**src/rtl/clock_alarm_pkg.sv**
```systemverilog
// Shared types, reset constants and BCD range checks for the 12-hour alarm stage.
package clock_alarm_pkg;

  typedef enum logic [1:0] {
    IDLE    = 2'd0,
    RINGING = 2'd1,
    SNOOZE  = 2'd2
  } alarm_state_e;

  typedef logic [3:0] bcd_digit_t;

  localparam logic [7:0] ALARM_RST_HH = 8'h12;
  localparam logic [7:0] ALARM_RST_MM = 8'h00;
  localparam logic       ALARM_RST_PM = 1'b0;

  // Hours on a 12-hour face run 01..12; 00 is not a valid setting.
  function automatic logic bcd_hh_valid(input logic [7:0] v);
    bcd_digit_t tens;
    bcd_digit_t ones;
    tens = v[7:4];
    ones = v[3:0];
    return ((tens == 4'd0) && (ones >= 4'd1) && (ones <= 4'd9)) ||
           ((tens == 4'd1) && (ones <= 4'd2));
  endfunction

  function automatic logic bcd_mm_valid(input logic [7:0] v);
    bcd_digit_t tens;
    bcd_digit_t ones;
    tens = v[7:4];
    ones = v[3:0];
    return (tens <= 4'd5) && (ones <= 4'd9);
  endfunction

endpackage

```
**src/rtl/alarm_tick_counter.sv**
```systemverilog
// Ena-gated up-counter with synchronous clear; tc_hit flags the ena that completes TC ticks.
module alarm_tick_counter #(
  parameter int unsigned W  = 8,
  parameter int unsigned TC = 60
) (
  input  logic clk,
  input  logic rst_n,
  input  logic clr,
  input  logic ena,
  output logic tc_hit
);

  logic [W-1:0] cnt_q;
  logic [W-1:0] cnt_d;

  always_comb begin
    cnt_d = cnt_q;
    if (clr) begin
      cnt_d = '0;
    end else if (ena) begin
      cnt_d = cnt_q + W'(1);
    end
  end

  // Combinational so the owner can leave its state on the very tick that completes the count.
  assign tc_hit = ena && (cnt_q == W'(TC - 1));

  always_ff @(posedge clk or negedge rst_n) begin
    if (!rst_n) begin
      cnt_q <= '0;
    end else begin
      cnt_q <= cnt_d;
    end
  end

endmodule

```
**src/rtl/clock_alarm_12h.sv**
```systemverilog
// Alarm stage for the 12-hour BCD clock: match/trigger, ring timeout, stop and snooze.
// Snooze support is built only when CLOCK_ALARM_SNOOZE_EN is defined.
module clock_alarm_12h
  import clock_alarm_pkg::*;
#(
  parameter int unsigned RING_SECS  = 60,
  parameter int unsigned SNOOZE_MIN = 5,
  parameter int unsigned MAX_SNOOZE = 3
) (
  input  logic       clk,
  input  logic       reset_n,
  input  logic       ena,
  input  logic [7:0] hh,
  input  logic [7:0] mm,
  input  logic [7:0] ss,
  input  logic       pm,
  input  logic       set_alarm,
  input  logic [7:0] set_hh,
  input  logic [7:0] set_mm,
  input  logic       set_pm,
  input  logic       alarm_on,
  input  logic       stop,
  input  logic       snooze,
  output logic [7:0] al_hh,
  output logic [7:0] al_mm,
  output logic       al_pm,
  output logic       ring,
  output logic       snoozing,
  output logic       set_err,
  output logic [2:0] snooze_cnt
);

  localparam int unsigned SNOOZE_TICKS = SNOOZE_MIN * 60;

  alarm_state_e state_q, state_d;
  logic [7:0]   al_hh_q, al_hh_d;
  logic [7:0]   al_mm_q, al_mm_d;
  logic         al_pm_q, al_pm_d;
  logic         ring_q, ring_d;
  logic         set_err_q, set_err_d;
  logic         match_q, match;
  logic         set_ok, set_acc, trigger;
  logic         ring_hit, snz_hit, snooze_go;
  logic         scnt_clr, scnt_inc;

  assign set_ok  = bcd_hh_valid(set_hh) && bcd_mm_valid(set_mm);
  assign set_acc = set_alarm && set_ok;
  assign match   = alarm_on && (hh == al_hh_q) && (mm == al_mm_q) &&
                   (ss == 8'h00) && (pm == al_pm_q);
  // The live time sits on the alarm second for many clk cycles; only the rising edge counts.
  assign trigger = match && !match_q;

  alarm_tick_counter #(.W(8), .TC(RING_SECS)) u_ring_cnt (
    .clk    (clk),
    .rst_n  (reset_n),
    .clr    (state_q != RINGING),
    .ena    (ena && (state_q == RINGING)),
    .tc_hit (ring_hit)
  );

`ifdef CLOCK_ALARM_SNOOZE_EN
  logic [2:0] scnt_q, scnt_d;
  logic       snoozing_q, snoozing_d;

  alarm_tick_counter #(.W(11), .TC(SNOOZE_TICKS)) u_snooze_cnt (
    .clk    (clk),
    .rst_n  (reset_n),
    .clr    (state_q != SNOOZE),
    .ena    (ena && (state_q == SNOOZE)),
    .tc_hit (snz_hit)
  );

  assign snooze_go = snooze && (scnt_q < 3'(MAX_SNOOZE));

  always_comb begin
    scnt_d = scnt_q;
    if (scnt_clr) begin
      scnt_d = 3'd0;
    end else if (scnt_inc) begin
      scnt_d = scnt_q + 3'd1;
    end
    snoozing_d = (state_d == SNOOZE);
  end

  always_ff @(posedge clk or negedge reset_n) begin
    if (!reset_n) begin
      scnt_q     <= 3'd0;
      snoozing_q <= 1'b0;
    end else begin
      scnt_q     <= scnt_d;
      snoozing_q <= snoozing_d;
    end
  end

  assign snoozing   = snoozing_q;
  assign snooze_cnt = scnt_q;
`else
  logic unused_snooze_cfg;

  assign snz_hit           = 1'b0;
  assign snooze_go         = 1'b0;
  assign unused_snooze_cfg = snooze ^ scnt_clr ^ scnt_inc ^
                             (SNOOZE_TICKS == 0) ^ (MAX_SNOOZE == 0);
  assign snoozing          = 1'b0;
  assign snooze_cnt        = 3'd0;
`endif

  // Priority: accepted set > stop > snooze > timeout/trigger.
  always_comb begin
    state_d   = state_q;
    al_hh_d   = al_hh_q;
    al_mm_d   = al_mm_q;
    al_pm_d   = al_pm_q;
    set_err_d = set_alarm && !set_ok;
    scnt_clr  = 1'b0;
    scnt_inc  = 1'b0;
    if (set_acc) begin
      al_hh_d  = set_hh;
      al_mm_d  = set_mm;
      al_pm_d  = set_pm;
      state_d  = IDLE;
      scnt_clr = 1'b1;
    end else if (stop) begin
      state_d  = IDLE;
      scnt_clr = 1'b1;
    end else begin
      case (state_q)
        IDLE: begin
          if (trigger) state_d = RINGING;
        end
        RINGING: begin
          if (snooze_go) begin
            state_d  = SNOOZE;
            scnt_inc = 1'b1;
          end else if (ring_hit) begin
            state_d  = IDLE;
            scnt_clr = 1'b1;
          end
        end
        SNOOZE: begin
          if (snz_hit) begin
            if (alarm_on) begin
              state_d = RINGING;
            end else begin
              state_d  = IDLE;
              scnt_clr = 1'b1;
            end
          end
        end
        default: begin
          state_d  = IDLE;
          scnt_clr = 1'b1;
        end
      endcase
    end
    ring_d = (state_d == RINGING);
  end

  always_ff @(posedge clk or negedge reset_n) begin
    if (!reset_n) begin
      state_q   <= IDLE;
      al_hh_q   <= ALARM_RST_HH;
      al_mm_q   <= ALARM_RST_MM;
      al_pm_q   <= ALARM_RST_PM;
      ring_q    <= 1'b0;
      set_err_q <= 1'b0;
      match_q   <= 1'b0;
    end else begin
      state_q   <= state_d;
      al_hh_q   <= al_hh_d;
      al_mm_q   <= al_mm_d;
      al_pm_q   <= al_pm_d;
      ring_q    <= ring_d;
      set_err_q <= set_err_d;
      match_q   <= match;
    end
  end

  assign al_hh   = al_hh_q;
  assign al_mm   = al_mm_q;
  assign al_pm   = al_pm_q;
  assign ring    = ring_q;
  assign set_err = set_err_q;

endmodule

```
**config.mk**
```make
export PLATFORM = sky130hd
export DESIGN_NAME = clock_alarm_12h
export DESIGN_NICKNAME = d
export VERILOG_FILES = /design/src/rtl/clock_alarm_pkg.sv /design/src/rtl/alarm_tick_counter.sv /design/src/rtl/clock_alarm_12h.sv
export SDC_FILE = /design/constraint.sdc
export NUM_CORES = 1
export LEC_CHECK = 0
export ABC_AREA = 1
export BUFFER_PORTS_ARGS = -buffer_cell sky130_fd_sc_hd__buf_2
export CORE_UTILIZATION = 31
export DETAILED_ROUTE_END_ITERATION = 6
export HOLD_SLACK_MARGIN = 0.08
export PLACE_DENSITY = 0.66
export SKIP_LAST_GASP = 1
export SYNTH_ARGS = -nofsm -noshare
export SYNTH_HDL_FRONTEND = slang
export SYNTH_SLANG_ARGS = --single-unit
```
**constraint.sdc**
```tcl
create_clock -name clk -period 2.35 [get_ports clk]
set_input_delay 0.3525 -clock clk [delete_from_list [all_inputs] [get_ports clk]]
set_output_delay 0.3525 -clock clk [all_outputs]
set_load 0.02 [all_outputs]
```
==> impl_metrics.ini <==
[clock_network]
cts_hold_buf = 0
clock_sinks = 30
cts-resized-gates = 0
clockRootBuffer = clkbuf_8
ctsLongestPathBuffers = 2
postCtsSetupBuffers = 0
clock_tree_from_tritoncts = built
ctsHtreeMaxLevel = 2
worst_skew_pair.late_latency_ps = 280
clk_pin_slew_worst_paths_ps = 60
tritoncts.num_buffers = 5

[power]
p_seq_share_pct = 45.9
power_switching_share_pct = 31.1
intPower_mw = 0.900
power.static_leakage_nw = 1.18
p_total_mw = 1.30
clkPwrFrac_pct = 29.9
vdd_drop_max_mv = 0.261
powerDensity_nw_per_um2 = 597
total_switching_power_mw = 0.405
comb_power_share_pct = 24.2

[floorplanning]
io_pins = 72
die_area_um2 = 5970
num_rows = 27
die_h_um = 77.3
initial_core_util_pct = 32.1
core_area_um2 = 5470
die_x_um = 77.3

[sta]
timing.setup.tns_ps = 0
relSlewSlack_pct = 54.2
timing_hold_violations_final = 0
maxSlewViolCount = 0
post-route-period-util_pct = 59.1
timing.fmax_mhz = 720
setup_viols_final = 0
worstMarginPinSlew_ps = 687
clock-skew-final_ps = 2.79
rsz0062_at_grt = false
final.min_clock_period_ps = 1390

[worst_setup_path]
reg2reg_from = al_hh[1]
criticalPathCategory = flip-flop to flip-flop
critPathLaunchType = flip-flop
crit_path_cell_trace = inv_2, nand2_1, nand2_1, nor2_1, nand2_1, nor2_1, nand4_1, a21oi_1
crit_top_cell = nand2_1
worstSetupStartpoint = al_hh[1]
timing.critical_path.to = ring
crit_path_top_delay_cell = dfstp_2
ff2ff_setup_slack_ps = 960
max_stage_delay_ps = 550
timing.rr.end = ring
critPathArrivalTime_ps = 1580
reg2regPathDepth = 8
worstPathRequired_ps = 2540
largest_driver_fanout_on_the_critical_path = 3
kind_of_capture_point_of_the_worst_setup_path = flip-flop

[flow_run]
max_cap_violations = 0

[routing]
met1_length_mm = 1.72
detail_route.iter0.violations = 66
detailroute.via_count = 1585
drt-wirelength-per-cell_um = 10.6
final_antenna_net_count = 0
routed_wl_mm = 3.96
drt_drc_violations_left = 0
detailed_router_iteration_count_before_antenna_repair = 4
dr_wl_met2_mm = 2.00
wl_met3_um = 190
max_layer_used = met4
drt-vias-per-instance = 4.26

[placement]
portBuffers = 66
placedInstanceArea_um2 = 2110
dp.final_hpwl_mm = 3.14
gpl.final_weighted_congestion = 0.817
number_of_placed_cells_counting_well_taps = 364

[synthesis]
post_synth_inst_count = 230
syn_avg_cell_area_um2 = 7.63
ys_top_cells_by_area = dfrtp_1 40%, nand2_1 14%, nor2_1 6.2%, inv_1 5.1%, o21ai_2 5.0%
synth_cell_type_count = 32
synth_top_area_share_pct = 39.9
syn_std_cell_area_um2 = 1760
seq_area_frac_synth_pct = 42.9
synth-seq-cells = 30
post-synth-top-area-cell = dfrtp_1
ys_warn_count = 0

[grt]
grt_pass1_wl_mm = 6.86
grt_antenna_before_repair = 0
via_count_of_the_first_global_routing_pass = 1506
grt_start_max_net_pins = 31
grt.total_usage_pct = 14.8
grt_remaining_overflow = 0

[final_layout]
area_of_the_multi_input_gates_um2 = 787
antenna_cells = 0
final.fill_count = 584
finish.net_count = 349
drive_gt1_share_pct = 36.3
flow.area_growth_from_synthesis_pct = 24.5
design_area_um2 = 2190
layout.area.seq_um2 = 753
count_of_non_filler_cells_in_the_finished_layout = 372
final_util_pct = 39.9

[worst_hold_path]
min_path_type = input port to async pin

[outcome]
outcome = finished, final reports clean
-- area by class of cell --
class | count | share of cell area, %
clock buffers | 8 | 3.66
well taps | 72 | 4.12
inverters | 38 | 6.64
repair buffers | 66 | 15.1
flip-flops and latches | 30 | 34.5
multi-input cells | 158 | 36.0
-- cell usage after synthesis --
cell type and number:
nand2_1 67, nor3_1 1, o21ai_0 3, nand2_2 7, nor2_1 29, o21ai_2 10, and3_1 1, a21oi_1 10
inv_2 12, inv_1 24, buf_12 2, inv_4 1, conb_1 1, nand3_4 1, nand2_4 2, nand4_1 3
buf_6 1, dfstp_2 2, clkinv_1 1, buf_4 4, a21boi_1 1, xnor2_1 4, o31ai_1 1, nor2_2 1
nand3_1 2, o21ai_1 6, nor4_1 1, nor2_4 1, nor3_2 1, ha_1 1, dfrtp_1 28, xor2_1 1
-- metal layers --
| layer | vias up | track usage [%] |
|---|---|---|
| li1 | 836 | - |
| met1 | 707 | 17.7 |
| met2 | 37 | 25.2 |
| met3 | 5 | 4.17 |
| met4 | 0 | 5.09 |
| met5 | - | 0 |
-- cell families (layout without fill, tap and decap cells) --
kind of cell / after synthesis / count (layout) / synth area share, %
compound gates: 31 / 31 / 11.3
xor+xnor: 5 / 5 / 2.49
fa+ha+maj: 1 / 1 / 0.713
buf+inv: 45 / 112 / 12.9
flops: 30 / 30 / 42.9
other cells: 1 / 4 / 0.214
simple gates: 117 / 117 / 29.5
-- layout by cell type (no fill, tap or decap), types with 2 or more instances in the layout --
master,Yosys,layout
dfrtp_1,28,28
nand2_4,2,2
o21ai_0,3,3
o21ai_1,6,6
buf_2,0,66
clkbuf_8,0,5
a21oi_1,10,10
nand4_1,3,3
xnor2_1,4,4
inv_1,24,24
nor2_1,29,29
dfstp_2,2,2
conb_1,1,4
nand2_2,7,7
nand2_1,67,67
o21ai_2,10,10
inv_2,12,12
clkbuf_1,0,3
nand3_1,2,2
-- registers in the layout (all words and copies together), names as in the netlist --
signal            cells
al_hh                 8
al_mm                 8
al_pm                 1
match_q               1
ring                  1
set_err               1
state_q               2
u_ring_cnt.cnt_q      8
-- stage by stage --
step	setup WS, ps	hold slack (ps)
3_5_place_dp	702	443
3_3_place_gp	766	443
4_1_cts	957	141
6_report	961	114
2_1_floorplan	1100	56.9
5_1_grt	787	167
-- how the worst min path moves through the flow --
stage	end	depth (start not counted)
4_1_cts	ring	1
5_1_grt	u_ring_cnt.cnt_q[6]	1
3_5_place_dp	ring	1
2_1_floorplan	al_hh[0]	0
6_report	ring	1
3_3_place_gp	u_ring_cnt.cnt_q[4]	1
-- worst max-delay path: cells and delay by family, from the launching register on --
| family | cells | cell delay [ps] |
|---|---|---|
| DFF | 1 | 550 |
| and+or+nand+nor | 6 | 530 |
| AOI/OAI and AO/OA | 1 | 180 |
| buffers and inverters | 1 | 40 |
-- power by group through the flow --
stage | sequential [mW] | clock [mW] | combinational (mW)
finish | 0.599 | 0.390 | 0.315
floorplan | 0.661 | 0 | 0.143
global route | 0.605 | 0.434 | 0.355
CTS | 0.600 | 0.405 | 0.322
detailed placement | 0.609 | 0 | 0.320
global placement | 0.607 | 0 | 0.314
Note: power is estimated with default switching activity, not from simulation.
